==> src/rtl/imem_pkg.sv <==
// Shared constants and state encoding for the instruction-memory boot path.
package imem_pkg;

  localparam int unsigned IMEM_ADDR_W    = 7;
  localparam int unsigned IMEM_LEN_W     = 6;
  localparam int unsigned IMEM_BYTES     = 1 << IMEM_ADDR_W;
  localparam int unsigned IMEM_MAX_WORDS = IMEM_BYTES / 4;

  typedef enum logic [2:0] {
    ST_IDLE,
    ST_LOAD,
    ST_CHECK,
    ST_RUN,
    ST_ERROR
  } state_t;

endpackage

==> src/rtl/xor_checksum.sv <==
// 8-bit XOR accumulator; clear takes priority over enable.
module xor_checksum (
  input  logic       clk,
  input  logic       rst_n,
  input  logic       clr_i,
  input  logic       en_i,
  input  logic [7:0] data_i,
  output logic [7:0] sum_o
);

  logic [7:0] sum_q, sum_d;

  always_comb begin
    sum_d = sum_q;
    if (clr_i) begin
      sum_d = '0;
    end else if (en_i) begin
      sum_d = sum_q ^ data_i;
    end
  end

  always_ff @(posedge clk or negedge rst_n) begin
    if (!rst_n) begin
      sum_q <= '0;
    end else begin
      sum_q <= sum_d;
    end
  end

  assign sum_o = sum_q;

endmodule

==> src/rtl/imem_boot_loader.sv <==
// Streams a checksummed image into instruction memory, then releases the core.
module imem_boot_loader
  import imem_pkg::*;
#(
  parameter int unsigned ADDR_W = IMEM_ADDR_W,
  parameter int unsigned LEN_W  = IMEM_LEN_W
) (
  input  logic              clk,
  input  logic              rst_n,
  input  logic              start,
  input  logic [LEN_W-1:0]  load_len,
  input  logic              byte_valid,
  input  logic [7:0]        byte_data,
  output logic              byte_ready,
  output logic              mem_we,
  output logic [ADDR_W-1:0] mem_addr,
  output logic [7:0]        mem_wdata,
  output logic              cpu_run,
  output logic              busy,
  output logic              err
);

  localparam int unsigned MAX_WORDS = (1 << ADDR_W) / 4;
  localparam int unsigned TGT_W     = ADDR_W + 1;

  state_t             state_q, state_d;
  logic [ADDR_W-1:0]  cnt_q, cnt_d;
  logic [TGT_W-1:0]   tgt_q, tgt_d;
  logic               mem_we_d;
  logic [ADDR_W-1:0]  mem_addr_d;
  logic [7:0]         mem_wdata_d;
  logic               byte_ready_d, busy_d, cpu_run_d, err_d;
  logic [7:0]         sum_c;
  logic               len_ok_c, start_ok_c, load_c, load_hs_c, check_hs_c, last_c;

  assign len_ok_c   = (load_len != '0) && (32'(load_len) <= MAX_WORDS);
  assign start_ok_c = start && ((state_q == ST_IDLE) || (state_q == ST_RUN) ||
                                (state_q == ST_ERROR));
  assign load_c     = start_ok_c && len_ok_c;
  assign load_hs_c  = (state_q == ST_LOAD)  && byte_valid;
  assign check_hs_c = (state_q == ST_CHECK) && byte_valid;
  assign last_c     = ({1'b0, cnt_q} == tgt_q);

  xor_checksum u_cks (
    .clk    (clk),
    .rst_n  (rst_n),
    .clr_i  (load_c),
    .en_i   (load_hs_c),
    .data_i (byte_data),
    .sum_o  (sum_c)
  );

  always_ff @(posedge clk or negedge rst_n) begin
    if (!rst_n) begin
      state_q <= ST_IDLE;
    end else begin
      state_q <= state_d;
    end
  end

  always_comb begin
    state_d = state_q;
    case (state_q)
      ST_IDLE, ST_RUN, ST_ERROR: begin
        if (start) state_d = len_ok_c ? ST_LOAD : ST_ERROR;
      end
      ST_LOAD: begin
        if (load_hs_c && last_c) state_d = ST_CHECK;
      end
      ST_CHECK: begin
        if (check_hs_c) state_d = (byte_data == sum_c) ? ST_RUN : ST_ERROR;
      end
      default: state_d = ST_IDLE;
    endcase
  end

  // Status flags are registered copies of the upcoming state's decode.
  always_comb begin
    byte_ready_d = (state_d == ST_LOAD) || (state_d == ST_CHECK);
    busy_d       = (state_d == ST_LOAD) || (state_d == ST_CHECK);
    cpu_run_d    = (state_d == ST_RUN);
    err_d        = (state_d == ST_ERROR);
  end

  always_comb begin
    cnt_d       = cnt_q;
    tgt_d       = tgt_q;
    mem_we_d    = load_hs_c;
    mem_addr_d  = mem_addr;
    mem_wdata_d = mem_wdata;
    if (load_c) begin
      cnt_d = '0;
      tgt_d = TGT_W'({load_len, 2'b00}) - TGT_W'(1);
    end else if (load_hs_c) begin
      cnt_d = cnt_q + ADDR_W'(1);
    end
    if (load_hs_c) begin
      mem_addr_d  = cnt_q;
      mem_wdata_d = byte_data;
    end
  end

  always_ff @(posedge clk or negedge rst_n) begin
    if (!rst_n) begin
      cnt_q      <= '0;
      tgt_q      <= '0;
      mem_we     <= 1'b0;
      mem_addr   <= '0;
      mem_wdata  <= '0;
      byte_ready <= 1'b0;
      busy       <= 1'b0;
      cpu_run    <= 1'b0;
      err        <= 1'b0;
    end else begin
      cnt_q      <= cnt_d;
      tgt_q      <= tgt_d;
      mem_we     <= mem_we_d;
      mem_addr   <= mem_addr_d;
      mem_wdata  <= mem_wdata_d;
      byte_ready <= byte_ready_d;
      busy       <= busy_d;
      cpu_run    <= cpu_run_d;
      err        <= err_d;
    end
  end

endmodule

==> config.mk <==
export PLATFORM = sky130hd
export DESIGN_NAME = imem_boot_loader
export DESIGN_NICKNAME = d
export VERILOG_FILES = /design/src/rtl/imem_pkg.sv /design/src/rtl/xor_checksum.sv /design/src/rtl/imem_boot_loader.sv
export SDC_FILE = /design/constraint.sdc
export NUM_CORES = 1
export LEC_CHECK = 0
export CAP_MARGIN = 30
export CELL_PAD_IN_SITES_DETAIL_PLACEMENT = 1
export CELL_PAD_IN_SITES_GLOBAL_PLACEMENT = 2
export CORE_UTILIZATION = 41
export CTS_CLUSTER_SIZE = 28
export DETAILED_ROUTE_END_ITERATION = 10
export DONT_BUFFER_PORTS = 1
export GPL_ROUTABILITY_DRIVEN = 1
export PLACE_DENSITY = 0.87
export SKIP_CTS_REPAIR_TIMING = 1
export SLEW_MARGIN = 10
export SYNTH_ARGS = -nofsm -noshare
export SYNTH_HDL_FRONTEND = slang
export SYNTH_SLANG_ARGS = --single-unit
==> constraint.sdc <==
create_clock -name clk -period 3.1 [get_ports clk]
set_clock_uncertainty 0.1 [all_clocks]
set_input_delay 0.31 -clock clk [delete_from_list [all_inputs] [get_ports clk]]
set_output_delay 0.31 -clock clk [all_outputs]
set_load 0.1 [all_outputs]
==> key figures <==
Run status
  • Run status: completed

GRT
  • Global Route met1 Usage: 22.0%
  • Via count of the first global-routing pass: 1635
  • GR Util met3: 5.90%
  • Met2 capacity usage during global routing: 33.1%
  • Most used routing layer in global routing: met2
  • First-pass GRT wire length: 7580 um
  • Tot GR Track Use: 18.9%
  • Number of antenna violations at the first check in global routing: 0
  • Total overflow reported by the global router: 0
  • Pin count of the biggest net entering global routing: 45

Floorplan
  • Number of cell rows: 25
  • Vertical die dimension: 73.4 um
  • Total I/O pin count: 38
  • Placeable core region: 4820 um2
  • Initial Utilization: 43.4%
  • Total die area: 5390 um2
  • Width of the die: 73.4 um

CTS
  • Inserted Clock Buffers: 5
  • CTS tree: yes
  • Buffer type at the clock tree root: sky130_fd_sc_hd__clkbuf_8
  • Number of clock sinks: 44
  • Clock H-tree levels: 2
  • Latest clock arrival within the worst-skew pair: 0.29 ns
  • CTS clock-pin slew for the worst setup and hold paths: 0.08 ns
  • Maximum root-to-sink buffer count: 2

Worst setup path
  • Minimum setup slack among reg-to-reg paths: 0.88 ns
  • Worst Setup Start Kind: flop
  • Worst path slowest cell: sky130_fd_sc_hd__dfrtp_1
  • Required time reported for the critical path endpoint: 3.22 ns
  • Nature of the critical path endpoint: flop
  • Signal arrival time at the worst endpoint: 2.33 ns
  • Worst-path cell chain: nor2_1 -> nand3_1 -> buf_4 -> inv_1 -> nand4_1 -> or3_1 -> a21oi_1
  • Cell class contributing the biggest share of worst-path delay: simple AND/OR/NAND/NOR gates
  • Slowest Stage Delay on Critical Path: 0.43 ns
  • Largest fanout on the critical path: 18
  • Cell depth of the worst flop-to-flop path: 7
  • WS Path Type: reg -> reg
  • Startpoint of the worst-slack reg-to-reg timing path: state_q[1]
  • Capture point of the worst reg-to-reg path: cnt_q[6]
  • Worst path buffer plus inverter count: 2

Pwr
  • Power after layout: 2.55 mW
  • Power density over the cells: 1110 nW/um2
  • Net switching share of the total power: 51.8%
  • Part of the total power dissipated in combinational logic: 19.9%
  • Clock Power Share: 16.8%
  • Leakage: 1.11 nW
  • Worst-case vdd ir drop: 0.460 mV
  • Sequential power share: 63.3%
  • Cell-internal power: 1.23 mW
  • Switching component of the power: 1.32 mW

Timing
  • Highest achievable clock rate: 451 MHz
  • Worst slew margin: 37.9%
  • Final critical-path share of the clock period: 71.5%
  • Final-report hold violation count: 0
  • Unrepaired setup endpoints after global routing: no
  • Post-route minimum period: 2.22 ns
  • Total negative setup slack: 0 ns
  • Actual slew at the worst max-slew pin: 0.934 ns
  • Number of endpoints failing setup at the final stage: 0
  • Max-slew violations: 0

Synthesis
  • Number of instances in the synthesized netlist: 213
  • Async set-reset flop share out of synthesis: 100%
  • Syn_nets: 233
  • Number of enable flip-flop cells after synthesis: 0
  • Syn Std Cell Area: 2090 um2
  • Per-instance average area after synthesis: 9.82 um2
  • Primary FF master, synth: sky130_fd_sc_hd__dfrtp_1
  • Distinct cell type count after synthesis: 37
  • Number of register bits inferred by synthesis: 44
  • Sequential fraction of the synthesis area: 52.6%
  • YS warnings: 0

Flow run
  • Max Cap Violations: 0

Placement
  • Number of port buffers: 0
  • HPWL after DPL: 3140 um
  • Routability cong.: 0.804

Routing
  • Pre-antenna DRT Iters: 4
  • Vias: 1460
  • Number of nets with antenna violations after routing: 0
  • Total routed wirelength: 4370 um
  • First DRT Iteration DRCs: 80
  • Ratio of routed vias to standard cells: 5.12
  • Routed WL per cell: 15.3 um
  • Total DRC errors in the routed layout: 0

Final layout
  • Share of layout cells above drive strength 1: 8.72%
  • Number of inserted diodes: 0
  • Area Overhead vs Synth: 9.39%
  • Net count of the finished layout: 237

Hold path
  • Worst-case hold path end point: mem_wdata[1]
  • Number of cells on the worst hold path: 2
  • Hold Crit Start: byte_data[1]
  • Classification of the worst-slack hold path: in -> reg
stage by stage:
step | cell area, um2 | setup slack, ns | hold slack, ns | utilization [%] | std cells
detailed placement | 2140 | 0.610 | -0.0846 | 44.5 | 275
global route | 2290 | 0.750 | 0.0553 | 47.5 | 285
CTS | 2250 | 0.871 | -0.415 | 46.7 | 283
finish | 2290 | 0.885 | 0.0561 | 47.5 | 285
floorplan | 2090 | 1.00 | -0.0856 | - | 213
global placement | 2140 | 0.727 | -0.0846 | 44.5 | 275
worst reg2reg max path, delay by kind of cell (launching register included):
family	cells	cell delay, ns
buf+inv	2	0.56
compound gates	1	0.16
simple gates	4	0.90
flops	1	0.43
area by class of cell:
class / count / area (um2)
multi-input combinational: 154 / 912
tap: 67 / 83.8
clock inverter: 2 / 35.0
fill: 556 / 2530
timing repair buffer: 4 / 52.6
clock buffer: 6 / 72.6
sequential: 44 / 1100
inverter: 8 / 30.0
cells in the mapped netlist (3+ instances only):
| library cell | instances | share of area (%) |
|---|---|---|
| sky130_fd_sc_hd__nand2_1 | 59 | 11 |
| sky130_fd_sc_hd__a21oi_1 | 6 | 1.4 |
| sky130_fd_sc_hd__nor2_1 | 17 | 3.1 |
| sky130_fd_sc_hd__buf_2 | 3 | 0.72 |
| sky130_fd_sc_hd__nand3_1 | 3 | 0.72 |
| sky130_fd_sc_hd__xor2_1 | 27 | 11 |
| sky130_fd_sc_hd__mux2_2 | 3 | 1.6 |
| sky130_fd_sc_hd__or3_1 | 3 | 0.90 |
| sky130_fd_sc_hd__dfrtp_1 | 44 | 53 |
| sky130_fd_sc_hd__nor4_1 | 3 | 0.90 |
| sky130_fd_sc_hd__nand4_1 | 3 | 0.90 |
| sky130_fd_sc_hd__inv_1 | 8 | 1.4 |
power by group through the flow:
stage	Clock, mW	Combinational, mW	Sequential [mW]
5_1_grt	0.466	0.587	1.65
6_report	0.429	0.507	1.61
2_1_floorplan	0	0.477	1.52
3_3_place_gp	0	0.466	1.62
3_5_place_dp	0	0.499	1.63
4_1_cts	0.448	0.502	1.62
logic make-up (layout without fill, tap and decap cells):
family	count (synthesis)	count (layout)	synth area share, %
buf+inv	15	20	3.77
compound gates	18	18	5.62
fa+ha+maj	2	2	1.20
simple gates	98	98	20.6
xor+xnor	29	29	12.1
mux	7	7	4.01
flops	44	44	52.6
per-layer routing:
layer,vias up,share of wire [%]
li1,699,-
met5,-,0
met3,7,4.3
met1,729,43
met4,0,1.4
met2,25,52
worst max-delay path by stage:
stage / startpoint / slack (ns) / cells after the start / to
floorplan: load_len[0] / 1.00 / 7 / tgt_q[5]
global placement: load_len[0] / 0.73 / 6 / tgt_q[2]
detailed placement: load_len[0] / 0.61 / 6 / tgt_q[4]
CTS: state_q[1] / 0.87 / 7 / cnt_q[6]
global route: state_q[1] / 0.75 / 7 / cnt_q[6]
finish: state_q[1] / 0.88 / 7 / cnt_q[6]
sequential cells by signal, summed over array words and instances, names as in the netlist:
signal,count
tgt_q,7
state_q,3
cnt_q,7
busy,1
u_cks.sum_o,8
mem_addr,7
err,1
mem_we,1
cpu_run,1
mem_wdata,8
placed cells by master, fill, tap and decap left out, drive strengths merged, types with 3 or more instances in the layout:
cell / count
inv: 8
or3: 3
clkbuf: 6
nand2: 59
nand3: 3
nor2: 17
nand4: 3
dfrtp: 44
nor4: 3
a21oi: 6
xor2: 27
buf: 3
mux2: 5
(Power assumes the default switching activity.)
